**config.mk**
```make
export PLATFORM = sky130hd
export DESIGN_NAME = nand7_filt_flat
export DESIGN_NICKNAME = d
export VERILOG_FILES = /design/src/rtl/nand7_filt_pkg.sv /design/src/rtl/nand7_filt_if.sv /design/src/rtl/nand7_filt_sync.sv /design/src/rtl/nand7_filt.sv /design/src/flat_wrapper.sv
export SDC_FILE = /design/constraint.sdc
export NUM_CORES = 1
export LEC_CHECK = 0
export CAP_MARGIN = 20
export CORE_MARGIN = 2
export CORE_UTILIZATION = 40
export DETAILED_ROUTE_END_ITERATION = 7
export GPL_TIMING_DRIVEN = 0
export PLACE_DENSITY_LB_ADDON = 0.2
export SLEW_MARGIN = 30
export SYNTH_ARGS = -nofsm -noshare
export SYNTH_HDL_FRONTEND = slang
export SYNTH_SLANG_ARGS = --single-unit
```
**constraint.sdc**
```tcl
create_clock -name CK -period 1.5 [get_ports CK]
set_input_delay 0.15 -clock CK [delete_from_list [all_inputs] [get_ports CK]]
set_output_delay 0.15 -clock CK [all_outputs]
set_load 0.01 [all_outputs]
```
**src/rtl/nand7_filt_pkg.sv**
```systemverilog
// nand7_filt_pkg: shared constants and helpers for the nand7_filt stage.
//   DEB_CYCLES_MAX / CNT_W_MAX : upper legal bounds of the top-level parameters
//   DEB_CYCLES_DEF / CNT_W_DEF : default parameter values
//   stab_width()               : width of the debounce counter for a given DEB_CYCLES
package nand7_filt_pkg;

  localparam int DEB_CYCLES_MAX = 255;
  localparam int CNT_W_MAX      = 32;
  localparam int DEB_CYCLES_DEF = 4;
  localparam int CNT_W_DEF      = 8;

  // The counter must be able to hold DEB_CYCLES-1; sized as $clog2(DEB_CYCLES+1)
  // so that DEB_CYCLES=1 still yields a 1-bit counter.
  function automatic int stab_width(input int deb_cycles);
    return $clog2(deb_cycles + 1);
  endfunction

endpackage

```
**src/rtl/nand7_filt_if.sv**
```systemverilog
// nand7_filt_if: condition/control/result bundle of the nand7_filt stage.
//   A0..A6 : condition inputs (asynchronous to CK unless the caller guarantees otherwise)
//   CE     : clock enable for debounce, output and counter logic
//   CLR    : synchronous clear of CNT
//   ZN0    : filtered NAND of A0..A6
//   FALL   : one-cycle pulse after ZN0 goes 1->0
//   CNT    : saturating count of ZN0 1->0 events
// Modports: master drives conditions/controls, slave is the filter itself.
interface nand7_filt_if
  import nand7_filt_pkg::*;
#(
  parameter int CNT_W = CNT_W_DEF
) ();

  logic             A0;
  logic             A1;
  logic             A2;
  logic             A3;
  logic             A4;
  logic             A5;
  logic             A6;
  logic             CE;
  logic             CLR;
  logic             ZN0;
  logic             FALL;
  logic [CNT_W-1:0] CNT;

  modport master (
    output A0, A1, A2, A3, A4, A5, A6, CE, CLR,
    input  ZN0, FALL, CNT
  );

  modport slave (
    input  A0, A1, A2, A3, A4, A5, A6, CE, CLR,
    output ZN0, FALL, CNT
  );

endinterface

```
**src/rtl/nand7_filt_sync.sv**
```systemverilog
// nand7_filt_sync: 7-bit two-flop synchronizer with asynchronous active-high reset.
//   clk : sampling clock
//   rst : asynchronous reset, clears both stages
//   d   : asynchronous inputs
//   q   : synchronized outputs (second stage)
// In the top the second stage doubles as the sample flop, so the synchronizer
// adds only one cycle of latency over the unsynchronized build.
module nand7_filt_sync (
  input  logic       clk,
  input  logic       rst,
  input  logic [6:0] d,
  output logic [6:0] q
);

  logic [6:0] meta;

  // Two-stage capture of the asynchronous condition inputs.
  always_ff @(posedge clk or posedge rst) begin
    if (rst) begin
      meta <= 7'd0;
      q    <= 7'd0;
    end else begin
      meta <= d;
      q    <= meta;
    end
  end

endmodule

```
**src/rtl/nand7_filt.sv**
```systemverilog
// nand7_filt: registered, debounced 7-input NAND with fall-event pulse and counter.
//   CK  : clock, all state rising-edge
//   CD  : asynchronous active-high reset
//   bus : nand7_filt_if.slave (A0..A6, CE, CLR in; ZN0, FALL, CNT out)
// Parameters: DEB_CYCLES (1..255) consecutive mismatching cycles before ZN0 moves,
//             CNT_W (1..32) width of CNT.
// Build option: define NAND7_FILT_SYNC_EN to put a two-flop synchronizer in front
// of the sample flops (one extra cycle of latency).
module nand7_filt
  import nand7_filt_pkg::*;
#(
  parameter int DEB_CYCLES = DEB_CYCLES_DEF,
  parameter int CNT_W      = CNT_W_DEF
) (
  input logic         CK,
  input logic         CD,
  nand7_filt_if.slave bus
);

  localparam int               STAB_W    = stab_width(DEB_CYCLES);
  localparam logic [STAB_W-1:0] STAB_LAST = STAB_W'(DEB_CYCLES - 1);
  localparam logic [STAB_W-1:0] STAB_ONE  = STAB_W'(1'b1);
  localparam logic [CNT_W-1:0]  CNT_ONE   = CNT_W'(1'b1);
  localparam logic [CNT_W-1:0]  CNT_MAX   = {CNT_W{1'b1}};

  // Parameter legality, checked once at elaboration.
  if (DEB_CYCLES < 1 || DEB_CYCLES > DEB_CYCLES_MAX) begin : g_deb_range
    $error("nand7_filt: DEB_CYCLES must be in 1..%0d", DEB_CYCLES_MAX);
  end
  if (CNT_W < 1 || CNT_W > CNT_W_MAX) begin : g_cnt_range
    $error("nand7_filt: CNT_W must be in 1..%0d", CNT_W_MAX);
  end

  logic [6:0]        a_in;
  logic [6:0]        s;
  logic              n_raw;
  logic              mismatch;
  logic              at_limit;
  logic              fall_evt;
  logic [STAB_W-1:0] stab;
  logic              zn0;
  logic              fall;
  logic [CNT_W-1:0]  cnt;

  assign a_in = {bus.A6, bus.A5, bus.A4, bus.A3, bus.A2, bus.A1, bus.A0};

`ifdef NAND7_FILT_SYNC_EN
  nand7_filt_sync u_sync (
    .clk (CK),
    .rst (CD),
    .d   (a_in),
    .q   (s)
  );
`else
  // Sample flop; inputs are assumed synchronous to CK in this build.
  always_ff @(posedge CK or posedge CD) begin
    if (CD) begin
      s <= 7'd0;
    end else begin
      s <= a_in;
    end
  end
`endif

  // Raw NAND and the decode of the debounce step; a fall event is the edge on
  // which ZN0 leaves 1 for 0, which only happens while CE is high.
  always_comb begin
    n_raw    = ~&s;
    mismatch = (n_raw != zn0);
    at_limit = (stab == STAB_LAST);
    fall_evt = bus.CE & mismatch & at_limit & zn0;
  end

  // Debounce counter, filtered output, fall pulse and event counter.
  always_ff @(posedge CK or posedge CD) begin
    if (CD) begin
      stab <= '0;
      zn0  <= 1'b1;
      fall <= 1'b0;
      cnt  <= '0;
    end else begin
      if (bus.CE) begin
        if (!mismatch) begin
          stab <= '0;
        end else if (at_limit) begin
          zn0  <= n_raw;
          stab <= '0;
        end else begin
          stab <= stab + STAB_ONE;
        end
      end else begin
        stab <= stab;
      end

      fall <= fall_evt;

      // CLR overrides CE; a simultaneous event still counts as the first one.
      if (bus.CLR) begin
        cnt <= fall_evt ? CNT_ONE : '0;
      end else if (fall_evt && (cnt != CNT_MAX)) begin
        cnt <= cnt + CNT_ONE;
      end else begin
        cnt <= cnt;
      end
    end
  end

  assign bus.ZN0  = zn0;
  assign bus.FALL = fall;
  assign bus.CNT  = cnt;

endmodule

```
**src/flat_wrapper.sv**
```systemverilog
// flat-port wrapper written by rule: the top's interface ports become plain ports
module nand7_filt_flat import nand7_filt_pkg::*;
#(
  parameter int DEB_CYCLES = DEB_CYCLES_DEF,
  parameter int CNT_W      = CNT_W_DEF
)
  (CK, CD, bus_A0, bus_A1, bus_A2, bus_A3, bus_A4, bus_A5, bus_A6, bus_CE, bus_CLR, bus_ZN0, bus_FALL, bus_CNT);
  nand7_filt_if #(.CNT_W(CNT_W)) bus_i ();
  input logic CK;
  input logic CD;
  input wire logic [$bits(bus_i.A0)-1:0] bus_A0;
  input wire logic [$bits(bus_i.A1)-1:0] bus_A1;
  input wire logic [$bits(bus_i.A2)-1:0] bus_A2;
  input wire logic [$bits(bus_i.A3)-1:0] bus_A3;
  input wire logic [$bits(bus_i.A4)-1:0] bus_A4;
  input wire logic [$bits(bus_i.A5)-1:0] bus_A5;
  input wire logic [$bits(bus_i.A6)-1:0] bus_A6;
  input wire logic [$bits(bus_i.CE)-1:0] bus_CE;
  input wire logic [$bits(bus_i.CLR)-1:0] bus_CLR;
  output wire logic [$bits(bus_i.ZN0)-1:0] bus_ZN0;
  output wire logic [$bits(bus_i.FALL)-1:0] bus_FALL;
  output wire logic [$bits(bus_i.CNT)-1:0] bus_CNT;
  assign bus_i.A0 = bus_A0;
  assign bus_i.A1 = bus_A1;
  assign bus_i.A2 = bus_A2;
  assign bus_i.A3 = bus_A3;
  assign bus_i.A4 = bus_A4;
  assign bus_i.A5 = bus_A5;
  assign bus_i.A6 = bus_A6;
  assign bus_i.CE = bus_CE;
  assign bus_i.CLR = bus_CLR;
  assign bus_ZN0 = bus_i.ZN0;
  assign bus_FALL = bus_i.FALL;
  assign bus_CNT = bus_i.CNT;
  nand7_filt #(.DEB_CYCLES(DEB_CYCLES), .CNT_W(CNT_W)) u_core (.CK(CK), .CD(CD), .bus(bus_i));
endmodule
```
==> results.sh, run 1 <==
export IMPL_status="finished, violations left"
export IMPL_violations="negative setup slack"
export IMPL_finClkSkew_ns=0.000887
export IMPL_overflow=0
export IMPL_fmax_mhz=647
export IMPL_crit_chain="ha_2 -> and4b_1 -> nand3_2 -> or4_1 -> a21oi_1"
export IMPL_synth_edf_count=0
export IMPL_ys_seq_elements=20
export IMPL_cap_violations=0
export IMPL_grt_max_degree=21
export IMPL_finalCritPeriodShare_pct=103
export IMPL_holdPathEnd="u_core.bus.CNT[3]"
export IMPL_multi_input_area_um2=373
export IMPL_ff2ff_path_depth=5
export IMPL_firstDrtPassIters=4
export IMPL_hp_class="input pin to register"
export IMPL_pin_count=21
export IMPL_fin_hold_ws_ns=0.0713
export IMPL_cts_sinks=20
export IMPL_cts_buffers=3
export IMPL_syn_to_final_growth_pct=36.7
export IMPL_die_w_um=50.8
export IMPL_grt_antenna_before_repair=0
export IMPL_path_buf_inv=0
export IMPL_dpl_cell_area_mm2=0.00111
export IMPL_grt_pass1_wl_um=2970
export IMPL_hold_start="bus_CLR"
export IMPL_max_slew_margin_pct=52.2
export IMPL_worst_slack_ns=-0.0449
export IMPL_root_buffer="clkbuf_4"
export IMPL_wl_um=1660
export IMPL_port_buffers=19
export IMPL_core_area_mm2=0.00202
export IMPL_vdd_drop_max_v=0.000590
export IMPL_fillers=175
export IMPL_globalRouteTotalUtil_pct=15.1
export IMPL_grt_setup_unrepaired="yes"
export IMPL_fp_row_count=16
export IMPL_num_vias=705
export IMPL_crit_path_start_kind="register"
export IMPL_gp_congestion=0.758
export IMPL_htreeDepth=1
export IMPL_crit_arrival_ns=1.77
export IMPL_crit_start="u_core.stab[0]"
export IMPL_clockBufferDepth=2
export IMPL_leakagePower_uw=0.000509
export IMPL_mostFrequentLayoutCell="dfrtp_1"
export IMPL_fp_dieArea_mm2=0.00258
export IMPL_drc=0
export IMPL_syn_num_nets=94
export IMPL_diodes=0
export IMPL_seq_area_um2=503
export IMPL_synthFlopType="dfrtp_1"
export IMPL_fin_area_mm2=0.00120
export IMPL_crit_path_end_kind="register"
export IMPL_clkLatencyLatePin_ns=0.29
export IMPL_setup_viol=4
export IMPL_viasPerCell=5.22
export IMPL_die_h_um=50.8
export IMPL_worst_pin_slew_ns=0.717
export IMPL_hold_depth=2
export IMPL_yosys_warnings=0
export IMPL_p_total_uw=1180
export IMPL_synth_distinct_cells=31
export IMPL_ys_seq_area_share_pct=57.3
export IMPL_max_stage_delay_ns=0.48
export IMPL_post_route_cells_drive_above_1_share_pct=20.4
export IMPL_r2r_start="u_core.stab[0]"
export IMPL_hold_buffers=0
export IMPL_critPathRequiredTime_ns=1.72
export IMPL_hpwl_um=1170
export IMPL_layout_nets=122
export IMPL_p_per_area_mw_per_mm2=982
export IMPL_hold_violations=0
export IMPL_grt_pass1_vias=677
export IMPL_syn_area_um2=876
export IMPL_final_cell_mix="dfrtp_1 (18), clkdlybuf4s50_1 (17), o21ai_0 (6)"
export IMPL_report_final_slew_viol_count=0
export IMPL_critPathMaxFanout=4
export IMPL_slowest_stage="or4_1"
export IMPL_wl_per_cell_um=12.3
export IMPL_worstReg2RegEnd="u_core.bus.CNT[4]"
export IMPL_ys_async_sr_fraction_pct=100
export IMPL_setup_tns_ns=-0.102
export IMPL_worst_r2r_setup_slack_ns=-0.04
export IMPL_path_delay_family="simple AND/OR/NAND/NOR gates"
export IMPL_min_period_ns=1.54
export IMPL_postRouteAntennaNets=0
export IMPL_first_iter_violations=13
export IMPL_syn_inst=81
export IMPL_cts_tree="yes"
export IMPL_start_util_pct=43.3
export IMPL_path_class="register to register"
export IMPL_cts_clk_slew_worst_paths_ns=0.11
export IMPL_syn_mean_instance_area_um2=10.8
## worst reg2reg max path, cell delays in order (launching register included)
cell,delay (ns)
dfrtp_1,0.37
ha_2,0.19
and4b_1,0.21
nand3_2,0.10
or4_1,0.48
a21oi_1,0.13
## timing repair
| item | 4_1_cts | 5_1_grt |
|---|---|---|
| endpoints found under the hold margin | 0 | 0 |
| setup buffers | 2 | 2 |
| pin swaps | 3 | 1 |
| resized for setup | 7 | 4 |
| endpoints found under the setup margin | 7 | 13 |
## cells in the mapped netlist, types with 2 or more instances
| master | n | area (um2) |
|---|---|---|
| dfrtp_1 | 19 | 475 |
| or4_1 | 2 | 15.0 |
| nand3_1 | 5 | 25.0 |
| ha_1 | 2 | 25.0 |
| nor2_1 | 2 | 7.51 |
| a21oi_1 | 7 | 35.0 |
| and3_1 | 3 | 18.8 |
| o21ai_0 | 7 | 35.0 |
| inv_1 | 4 | 15.0 |
| and2_1 | 2 | 12.5 |
| nand2_1 | 4 | 15.0 |
| buf_4 | 2 | 15.0 |
| o31ai_1 | 2 | 15.0 |
| o22ai_1 | 3 | 18.8 |
## power by group
part | total, uW | switching (uW) | internal [uW]
registers | 642 | 32.6 | 610
clock network | 255 | 152 | 103
logic | 278 | 129 | 149
## cell families (layout without fill, tap and decap cells)
family                   count (synthesis)  after routing  synth area share, %
flip-flops                              20             20                 57.3
adder cells (fa/ha/maj)                  2              2                 2.86
buffers and inverters                    7             34                 3.86
XOR/XNOR                                 1              1                 1.00
AO/OA/AOI/OAI                           22             22                 14.7
AND/OR/NAND/NOR                         29             29                 20.3
## through the flow
| step | std cells | utilization (%) | setup slack, ns |
|---|---|---|---|
| after CTS | 133 | 58.0 | -0.0521 |
| final | 135 | 59.2 | -0.0449 |
| after global routing | 135 | 59.2 | -0.132 |
| after global placement | 127 | 55.0 | -0.260 |
| after floorplan | 81 | - | -0.00131 |
| after detailed placement | 127 | 55.0 | -0.234 |
## sequential cells by signal, indices dropped and copies added, names as in the netlist
register and cells:
u_core.bus.ZN0 1, u_core.s 7, u_core.bus.FALL 1, u_core.stab 3, u_core.bus.CNT 8
## final cells by class
type,count,share of cell area (%)
repair buffers,23,18.5
clock buffers,4,2.19
flip-flops and latches,20,42.0
multi-input cells,54,31.1
plain buffers,2,1.57
inverters,5,1.78
well taps,27,2.82
## layer usage
metal,global-route usage [%],part of all wire [%],vias up
met5,0,0,-
met4,3.60,1.3,0
met3,3.57,4.3,2
met2,23.7,47,18
met1,21.2,47,331
li1,-,-,354
## worst max path at each step
stage / endpoint / slack [ns] / depth (start not counted)
global route: u_core.bus.CNT[6] / -0.13 / 6
detailed placement: u_core.bus.CNT[4] / -0.23 / 5
floorplan: u_core.bus.CNT[4] / -0.001 / 4
finish: u_core.bus.CNT[4] / -0.04 / 5
global placement: u_core.bus.CNT[4] / -0.26 / 5
CTS: u_core.bus.CNT[4] / -0.05 / 4
(Power assumes the default switching activity.)
==> inputs of run 2 (changes only) <==
--- a/config.mk
+++ b/config.mk
@@ -5,11 +5,13 @@
 export SDC_FILE = /design/constraint.sdc
 export NUM_CORES = 1
 export LEC_CHECK = 0
+export ABC_AREA = 1
 export CAP_MARGIN = 20
 export CORE_MARGIN = 2
 export CORE_UTILIZATION = 40
 export DETAILED_ROUTE_END_ITERATION = 7
 export GPL_TIMING_DRIVEN = 0
+export MAX_ROUTING_LAYER = met4
 export PLACE_DENSITY_LB_ADDON = 0.2
 export SLEW_MARGIN = 30
 export SYNTH_ARGS = -nofsm -noshare
==> constraint.sdc (replaced) <==
create_clock -name CK -period 1.65 [get_ports CK]
set_input_delay 0.165 -clock CK [delete_from_list [all_inputs] [get_ports CK]]
set_output_delay 0.165 -clock CK [all_outputs]
set_load 0.01 [all_outputs]
==> results.sh, run 2 <==
export IMPL_netlist_area_leader_share_pct=47.6
export IMPL_largest_register_ffs=8
export IMPL_first_iter_violations=7
export IMPL_synthTopCellsByArea="dfrtp_1 (48%), nand2_1 (13%), nand3_1 (8.0%), inv_1 (6.4%), dfstp_2 (2.6%)"
export IMPL_crit_chain="clkdlybuf4s50_1"
export IMPL_layout_nets=158
export IMPL_fp_row_count=18
export IMPL_max_slew_margin_pct=50.7
export IMPL_synth_area_leader_cell="dfrtp_1"
export IMPL_syn_inst=120
export IMPL_cts_clk_slew_worst_paths_ns=0.11
export IMPL_crit_path_end_kind="output pin"
export IMPL_path_class="register to output pin"
export IMPL_grt_pass1_vias=753
export IMPL_ys_seq_elements=20
export IMPL_grt_pass1_wl_um=3050
export IMPL_worstReg2RegEnd="u_core.bus.CNT[7]"
export IMPL_globalRouteTotalUtil_pct=15.1
export IMPL_worst_pin_slew_ns=0.739
export IMPL_num_vias=860
export IMPL_firstDrtPassIters=4
export IMPL_met2_usage_pct=25.8
export IMPL_met1_usage_pct=17.1
export IMPL_hp_class="input pin to asynchronous set/reset pin"
export IMPL_clkLatencyLatePin_ns=0.29
export IMPL_path_buf_inv=1
export IMPL_clockBufferDepth=2
export IMPL_crit_arrival_ns=1.35
export IMPL_diodes=0
export IMPL_synth_edf_count=0
export IMPL_htreeDepth=1
export IMPL_path_delay_family="buffers and inverters"
export IMPL_cts_buffers=3
export IMPL_p_total_uw=850
export IMPL_finClkSkew_ns=0.00381
export IMPL_vdd_drop_max_v=0.000538
export IMPL_root_buffer="clkbuf_4"
export IMPL_hold_violations=0
export IMPL_setup_viol=0
export IMPL_fp_dieArea_mm2=0.00291
export IMPL_r2r_start="u_core.bus.CNT[0]"
export IMPL_top_usage_layer="met2"
export IMPL_wl_per_cell_um=10.3
export IMPL_ff2ff_path_depth=8
export IMPL_post_route_cells_drive_above_1_share_pct=8.33
export IMPL_critPathRequiredTime_ns=1.48
export IMPL_cts_tree="yes"
export IMPL_multi_input_area_um2=430
export IMPL_final_cell_mix="nand2_1 (34), clkdlybuf4s50_1 (19), dfrtp_1 (19)"
export IMPL_core_area_mm2=0.00243
export IMPL_syn_to_final_growth_pct=27.3
export IMPL_met3_usage_pct=3.89
export IMPL_report_final_slew_viol_count=0
export IMPL_finalCritPeriodShare_pct=92.1
export IMPL_wl_um=1800
export IMPL_crit_path_start_kind="register"
export IMPL_synth_most_common_cell="nand2_1"
export IMPL_ys_async_sr_fraction_pct=100
export IMPL_fmax_mhz=658
export IMPL_setup_tns_ns=0
export IMPL_pin_count=21
export IMPL_slowest_stage="clkdlybuf4s50_1"
export IMPL_ys_seq_area_share_pct=50.2
export IMPL_p_per_area_mw_per_mm2=668
export IMPL_hpwl_um=1410
export IMPL_drc=0
export IMPL_yosys_warnings=0
export IMPL_overflow=0
export IMPL_grt_setup_unrepaired="no"
export IMPL_postCtsSetupBuffers=0
export IMPL_postRouteAntennaNets=0
export IMPL_port_buffers=20
export IMPL_synth_distinct_cells=21
export IMPL_grt_max_degree=21
export IMPL_start_util_pct=41.1
export IMPL_status="complete, no violations"
export IMPL_die_w_um=54.0
export IMPL_synth_common_cells="nand2_1 (34), dfrtp_1 (19), inv_1 (17)"
export IMPL_syn_num_nets=133
export IMPL_seq_area_um2=502
export IMPL_viasPerCell=4.94
export IMPL_leakagePower_uw=0.000640
export IMPL_max_stage_delay_ns=0.58
export IMPL_die_h_um=54.0
export IMPL_syn_area_um2=1000
export IMPL_grt_antenna_before_repair=0
export IMPL_worst_r2r_setup_slack_ns=0.18
export IMPL_gp_congestion=0.765
export IMPL_synthFlopType="dfrtp_1"
export IMPL_critPathMaxFanout=8
export IMPL_min_period_ns=1.52
export IMPL_cts_sinks=20
export IMPL_mostFrequentLayoutCell="nand2_1"
export IMPL_cap_violations=0
export IMPL_syn_mean_instance_area_um2=8.33
export IMPL_fillers=244
## run 2: power by group
group          internal, uW  switching, uW
Sequential              501           5.82
Combinational          34.4           34.6
Clock                   134            139
Total                   670            180
## run 2: timing repair
action	4_1_cts	5_1_grt
endpoints found under the hold margin	0	0
hold buffers	0	0
setup endpoints to repair	1	0
resized for setup	1	0
## run 2: metal layers
layer | vias to the layer above | wire (um)
li1 | 433 | -
met1 | 407 | 782
met2 | 16 | 905
met3 | 4 | 89
met4 | 0 | 22
met5 | - | 0
## run 2: layout make-up
cell class                      count  area share [%]
Sequential cell                    20            39.4
Multi-Input combinational cell     82            33.8
Timing Repair Buffer               20            15.6
Inverter                           17            5.01
Tap cell                           30            2.95
Clock buffer                        4            2.85
Buffer                              1           0.295
## run 2: worst max-delay path by stage
stage	startpoint	endpoint	depth (start not counted)
floorplan	u_core.bus.CNT[0]	u_core.bus.CNT[3]	8
global placement	bus_CLR	u_core.bus.CNT[7]	5
detailed placement	bus_CLR	u_core.bus.CNT[7]	5
CTS	u_core.bus.CNT[5]	bus_CNT[5]	1
global route	u_core.bus.CNT[0]	u_core.bus.CNT[0]	8
finish	u_core.bus.CNT[5]	bus_CNT[5]	1
## run 2: kinds of logic after synthesis
| kind of cell | Yosys count | synth area share [%] |
|---|---|---|
| AOI/OAI and AO/OA | 10 | 5.26 |
| xor gates and xnor gates | 1 | 0.876 |
| adders and majority gates | 2 | 2.50 |
| buffers and inverters | 18 | 6.76 |
| DFF | 20 | 50.2 |
| muxes | 1 | 1.00 |
| and+or+nand+nor | 68 | 33.4 |
## run 2: per-stage QoR
step	hold slack (ns)	utilization (%)	cell area (um2)	worst slack [ns]	cells
after floorplan	0.128	-	1000	0.319	120
after global placement	0.475	50.9	1240	0.145	170
after detailed placement	0.495	50.9	1240	0.127	170
after CTS	0.289	52.3	1270	0.116	174
after global routing	0.283	52.3	1270	0.0430	174
final	0.285	52.3	1270	0.130	174
